[src/rtl/hex_display_pkg.sv]
// Shared types and glyph table for the multiplexed hex display driver.
// Glyphs are active-high, bit order {g,f,e,d,c,b,a}.
package hex_display_pkg;

  typedef logic [6:0] seg_t;

  localparam seg_t SEG_OFF = 7'h00;

  // 0-9, then A b C d E F (b and d lowercase so they differ from 8 and 0)
  localparam seg_t GLYPHS [16] = '{
    7'h3F, 7'h06, 7'h5B, 7'h4F, 7'h66, 7'h6D, 7'h7D, 7'h07,
    7'h7F, 7'h6F, 7'h77, 7'h7C, 7'h39, 7'h5E, 7'h79, 7'h71
  };

endpackage

[src/rtl/hex_seg_decode.sv]
// Combinational nibble to seven-segment decoder, active-high segments.
import hex_display_pkg::*;

module hex_seg_decode (
  input  logic [3:0] nibble,
  output seg_t       seg
);

  always_comb begin
    seg = GLYPHS[nibble];
  end

endmodule

[src/rtl/hex_display_scan.sv]
// Time-multiplexed hex display driver: prescaled digit scan, frame-synchronous
// value update, leading-zero blanking, per-digit decimal points.
import hex_display_pkg::*;

module hex_display_scan #(
  parameter int NUM_DIGITS = 4,
  parameter int DATA_W     = 16,
  parameter int SCAN_DIV   = 50000,
  parameter bit ACTIVE_LOW = 1'b1
) (
  input  logic                  clk,
  input  logic                  reset,
  input  logic [DATA_W-1:0]     data_in,
  input  logic                  load,
  input  logic                  blank_lz,
  input  logic [NUM_DIGITS-1:0] dp_in,
  output logic [6:0]            seg,
  output logic                  dp,
  output logic [NUM_DIGITS-1:0] an,
  output logic                  frame_done
);

  localparam int CNT_W = $clog2(SCAN_DIV);
  localparam int IDX_W = $clog2(NUM_DIGITS);
  localparam int EXT_W = 4 * NUM_DIGITS;

  localparam logic [CNT_W-1:0]      CNT_MAX = CNT_W'(SCAN_DIV - 1);
  localparam logic [IDX_W-1:0]      IDX_MAX = IDX_W'(NUM_DIGITS - 1);
  localparam seg_t                  SEG_POL = {7{ACTIVE_LOW}};
  localparam logic [NUM_DIGITS-1:0] AN_POL  = {NUM_DIGITS{ACTIVE_LOW}};

  logic [CNT_W-1:0]      cnt_q, cnt_d;
  logic [IDX_W-1:0]      idx_q, idx_d;
  logic [DATA_W-1:0]     pending_q, pending_d;
  logic [DATA_W-1:0]     disp_q, disp_d;
  logic                  frame_done_q, frame_done_d;
  seg_t                  seg_q, seg_d;
  logic                  dp_q, dp_d;
  logic [NUM_DIGITS-1:0] an_q, an_d;

  logic                  tick;
  logic                  wrap;
  logic [EXT_W-1:0]      disp_ext;
  logic [3:0]            cur_nibble;
  logic                  cur_blank;
  logic                  cur_dp;
  logic                  upper_zero;
  logic [NUM_DIGITS-1:0] an_hot;
  seg_t                  glyph;

  // Scan timing and frame-synchronous value transfer
  always_comb begin
    tick      = (cnt_q == CNT_MAX);
    wrap      = tick && (idx_q == IDX_MAX);
    cnt_d     = tick ? '0 : cnt_q + CNT_W'(1);
    idx_d     = idx_q;
    if (tick) begin
      idx_d = wrap ? '0 : idx_q + IDX_W'(1);
    end
    pending_d = load ? data_in : pending_q;
    disp_d    = disp_q;
    if (wrap) begin
      disp_d = load ? data_in : pending_q;
    end
    frame_done_d = wrap;
  end

  // Select the current digit; a digit is a leading zero when it and every
  // digit above it are zero, so scan from the top down.
  always_comb begin
    disp_ext             = '0;
    disp_ext[DATA_W-1:0] = disp_q;
    cur_nibble           = 4'h0;
    cur_blank            = 1'b0;
    cur_dp               = 1'b0;
    an_hot               = '0;
    upper_zero           = 1'b1;
    for (int i = NUM_DIGITS - 1; i >= 0; i--) begin
      upper_zero = upper_zero && (disp_ext[4*i +: 4] == 4'h0);
      if (idx_q == IDX_W'(i)) begin
        cur_nibble = disp_ext[4*i +: 4];
        cur_blank  = blank_lz && (i != 0) && upper_zero;
        cur_dp     = dp_in[i];
        an_hot[i]  = 1'b1;
      end
    end
  end

  hex_seg_decode u_decode (
    .nibble (cur_nibble),
    .seg    (glyph)
  );

  always_comb begin
    seg_d = (cur_blank ? SEG_OFF : glyph) ^ SEG_POL;
    dp_d  = cur_dp ^ ACTIVE_LOW;
    an_d  = an_hot ^ AN_POL;
  end

  always_ff @(posedge clk) begin
    if (reset) begin
      cnt_q        <= '0;
      idx_q        <= '0;
      pending_q    <= '0;
      disp_q       <= '0;
      frame_done_q <= 1'b0;
      seg_q        <= SEG_OFF ^ SEG_POL;
      dp_q         <= ACTIVE_LOW;
      an_q         <= AN_POL;
    end else begin
      cnt_q        <= cnt_d;
      idx_q        <= idx_d;
      pending_q    <= pending_d;
      disp_q       <= disp_d;
      frame_done_q <= frame_done_d;
      seg_q        <= seg_d;
      dp_q         <= dp_d;
      an_q         <= an_d;
    end
  end

  assign seg        = seg_q;
  assign dp         = dp_q;
  assign an         = an_q;
  assign frame_done = frame_done_q;

endmodule
[config.mk]
export PLATFORM = sky130hd
export DESIGN_NAME = hex_display_scan
export DESIGN_NICKNAME = d
export VERILOG_FILES = /design/src/rtl/hex_display_pkg.sv /design/src/rtl/hex_seg_decode.sv /design/src/rtl/hex_display_scan.sv
export SDC_FILE = /design/constraint.sdc
export NUM_CORES = 1
export LEC_CHECK = 0
export ABC_AREA = 1
export CAP_MARGIN = 40
export CORE_UTILIZATION = 40
export CTS_BUF_LIST = sky130_fd_sc_hd__clkbuf_16
export CTS_CLUSTER_SIZE = 14
export DETAILED_ROUTE_END_ITERATION = 12
export HOLD_SLACK_MARGIN = 0.05
export PLACE_DENSITY_LB_ADDON = 0.12
export SYNTH_ARGS = -nofsm -noshare
export SYNTH_HDL_FRONTEND = slang
export SYNTH_SLANG_ARGS = --single-unit
[constraint.sdc]
create_clock -name clk -period 5.6 [get_ports clk]
set_clock_uncertainty 0.1 [all_clocks]
set_input_delay 0.56 -clock clk [delete_from_list [all_inputs] [get_ports clk]]
set_output_delay 0.56 -clock clk [all_outputs]
set_load 0.01 [all_outputs]
==> results.yml <==
die:
  core.rowCount: 30
  die_h_um: 87.5
  pin_count: 37
  die_area_sq_mm: 0.00766
  start_util_pct: 42.1
  coreArea_sq_mm: 0.00694
  die_w_um: 87.5
synth:
  synth_xor_area_share_pct: 0.899
  synth_top_family_by_area: "simple AND/OR/NAND/NOR gates"
  yosysSeqAreaShare_pct: 43.1
  synth_top_area_cell: "dfxtp_1"
  synthTopCellsByArea: "dfxtp_1 (43%), nand2_1 (11%), mux2i_1 (5.5%), nor2_1 (5.3%), a21oi_1 (5.0%)"
  ys_warn_count: 0
  synth.most_common_cell: "nand2_1"
  synth_top_area_share_pct: 43.1
  ys.flop_type: "dfxtp_1"
  async_flop_share_pct: 0
  synth_mux_area_share_pct: 5.48
  synth_edf_count: 0
  synth.top_cells.by_count: "nand2_1 (84), dfxtp_1 (63), nor2_1 (41)"
  synth_compound_area_share_pct: 6.42
  yosys.area_share.simple_pct: 32.8
  synth_area_sq_mm: 0.00292
  syn_inst: 376
  synth_fa_ha_area_share_pct: 4.71
  ys_types: 34
  syn_nets: 411
  avgSynthCellArea_sq_um: 7.78
  synth_seq_cells: 63
route:
  wl_per_cell_um: 11.7
  vias: 2439
  drcViolationCount: 0
  wl_um: 5970
  ant_nets: 0
  first_iter_violations: 77
  dr.pass1.iters: 4
  vias_per_cell: 4.77
clock_network:
  cts_tree: "yes"
  clock_path_buffers: 2
  clk_latency_ns: 0.32
  ctsHoldBuffers: 0
  clkTransAtPathRegs_ns: 0.05
  cts_resized: 0
  post_cts_buffers: 0
  cts_buffers: 9
  clock-sinks: 63
  cts_max_level: 3
  clockRootBuffer: "clkbuf_16"
run:
  maxCapViolations: 0
cells_and_area:
  finalNetCount: 448
  n_antenna_cell: 0
  drive_above_1_share_pct: 8.67
  final_cells: 511
  area_growth_pct: 23.0
global_route:
  grt_pass1_wl_um: 10100
  grt_max_degree: 36
  grt_use_total_pct: 17.3
  grt_pass1_vias: 2221
  antenna_found_initial: 0
  overflow: 0
power:
  powerDensity_mw_per_mm2: 272
  irDropWorstVdd_v: 0.000159
  total_leakage_power_uw: 0.00144
timing:
  tightestPinTransition_ns: 0.559
  rsz0062_at_grt: "no"
  fmax_ghz: 0.411
  slew_headroom_pct: 62.7
  setup_viol: 0
  fin_crit_sh_pct: 43.5
  finalHoldViolations: 0
  finalCriticalPeriod_ns: 2.43
  slew_viol_final: 0
  fin_setup_tns_ns: 0
worst_setup_path:
  r2r-start: "idx_q[0]"
  arrival_ns: 2.53
  r2r-end: "seg[3]"
  cp.required_ns: 5.70
  path_max_fanout: 6
  reg2reg_depth: 10
  rrSetupSlack_ns: 3.17
  cp-start-kind: "flop"
  critical_path.endpoint_type: "flop"
  criticalPathCategory: "reg -> reg"
min_path:
  hold_path.class: "reg -> reg"
  holdPathEnd: "cnt_q[0]"
  hold_start: "cnt_q[0]"
  holdPathStages: 1
placed_design:
  dpl.hpwl_um: 4220
  io_buffers: 36
  placedCellCount: 498
  place.gp.congestion: 0.892
outcome:
  status: "finished, final reports clean"
[logic make-up after synthesis]
logic type | Yosys count
flops | 63
compound gates | 36
mux | 16
fa+ha+maj | 11
xor+xnor | 3
buf+inv | 42
simple gates | 205
[report_power, final]
group	total (uW)	internal, uW	switching [uW]	leakage [uW]
combinational	52.7	29.7	23.1	0.000798
sequential	464	461	3.29	0.000514
clock	463	286	177	0.000126
total	980	776	203	0.00144
[worst max-delay path, cell delays in order, from the launching register on]
cell      delay (ns)
dfxtp_1         0.34
inv_1           0.12
ha_1            0.31
inv_1           0.18
or2_2           0.30
nand2_1         0.20
inv_1           0.12
ha_1            0.27
nand3b_1        0.20
nand3_1         0.11
nand3_1         0.08
[state kept, by name, summed over array words and instances (netlist names)]
signal,count
dp,1
cnt_q,16
an,4
pending_q,16
disp_ext,16
seg,7
idx_q,2
frame_done,1
[cell usage in the layout, fill, tap and decap left out]
master and count:
clkbuf_16 9, nand2_1 84, or2_0 17, nor3b_1 1, nand3_1 26, nor3_4 1, xnor2_1 2, clkinv_2 2
nor2_2 2, o21ai_0 3, ha_1 11, a31oi_1 1, clkinv_4 1, nand2_2 4, nand3b_1 1, nand4_1 5
a21oi_1 29, dfxtp_1 63, clkdlybuf4s50_1 36, nand3_4 2, nor4_1 1, nor3_1 14, inv_2 7, inv_1 23
mux2i_1 16, a211oi_1 1, xor2_1 1, nor2_4 1, buf_4 1, or2_2 4, nor2_1 41, o21ai_1 1
or2_1 1, buf_8 1, o21ai_2 1, clkinv_1 1
[per-stage QoR]
step                      setup WS, ns  hold slack, ns  cell area, sq um  total power, uW  util (%)
after floorplan                   3.57           0.318              2920              498         -
after global placement            3.16           0.335              3340              525      48.1
after detailed placement          3.17           0.346              3350              526      48.3
after CTS                         3.20           0.355              3600              994      51.8
after global routing              2.99           0.392              3600             1020      51.8
final                             3.17           0.361              3600              980      51.8
[worst max-delay path by stage]
stage	start	to
2_1_floorplan	idx_q[0]	seg[3]
3_3_place_gp	load	disp_ext[5]
3_5_place_dp	reset	cnt_q[11]
4_1_cts	idx_q[0]	seg[3]
5_1_grt	idx_q[0]	seg[3]
6_report	idx_q[0]	seg[3]
[metal layers]
layer	global-route usage, %	wire (um)
met4	8.05	128
met2	26.8	2630
met1	21.9	2930
met5	0	0
met3	5.21	282
[final cells by class]
cell class,instances,area (sq um)
Multi-Input combinational cell,271,1470
Clock inverter,4,17.5
Sequential cell,63,1260
Fill cell,678,3350
Timing Repair Buffer,38,383
Inverter,30,118
Clock buffer,9,225
Tap cell,96,120
(Power assumes the default switching activity.)
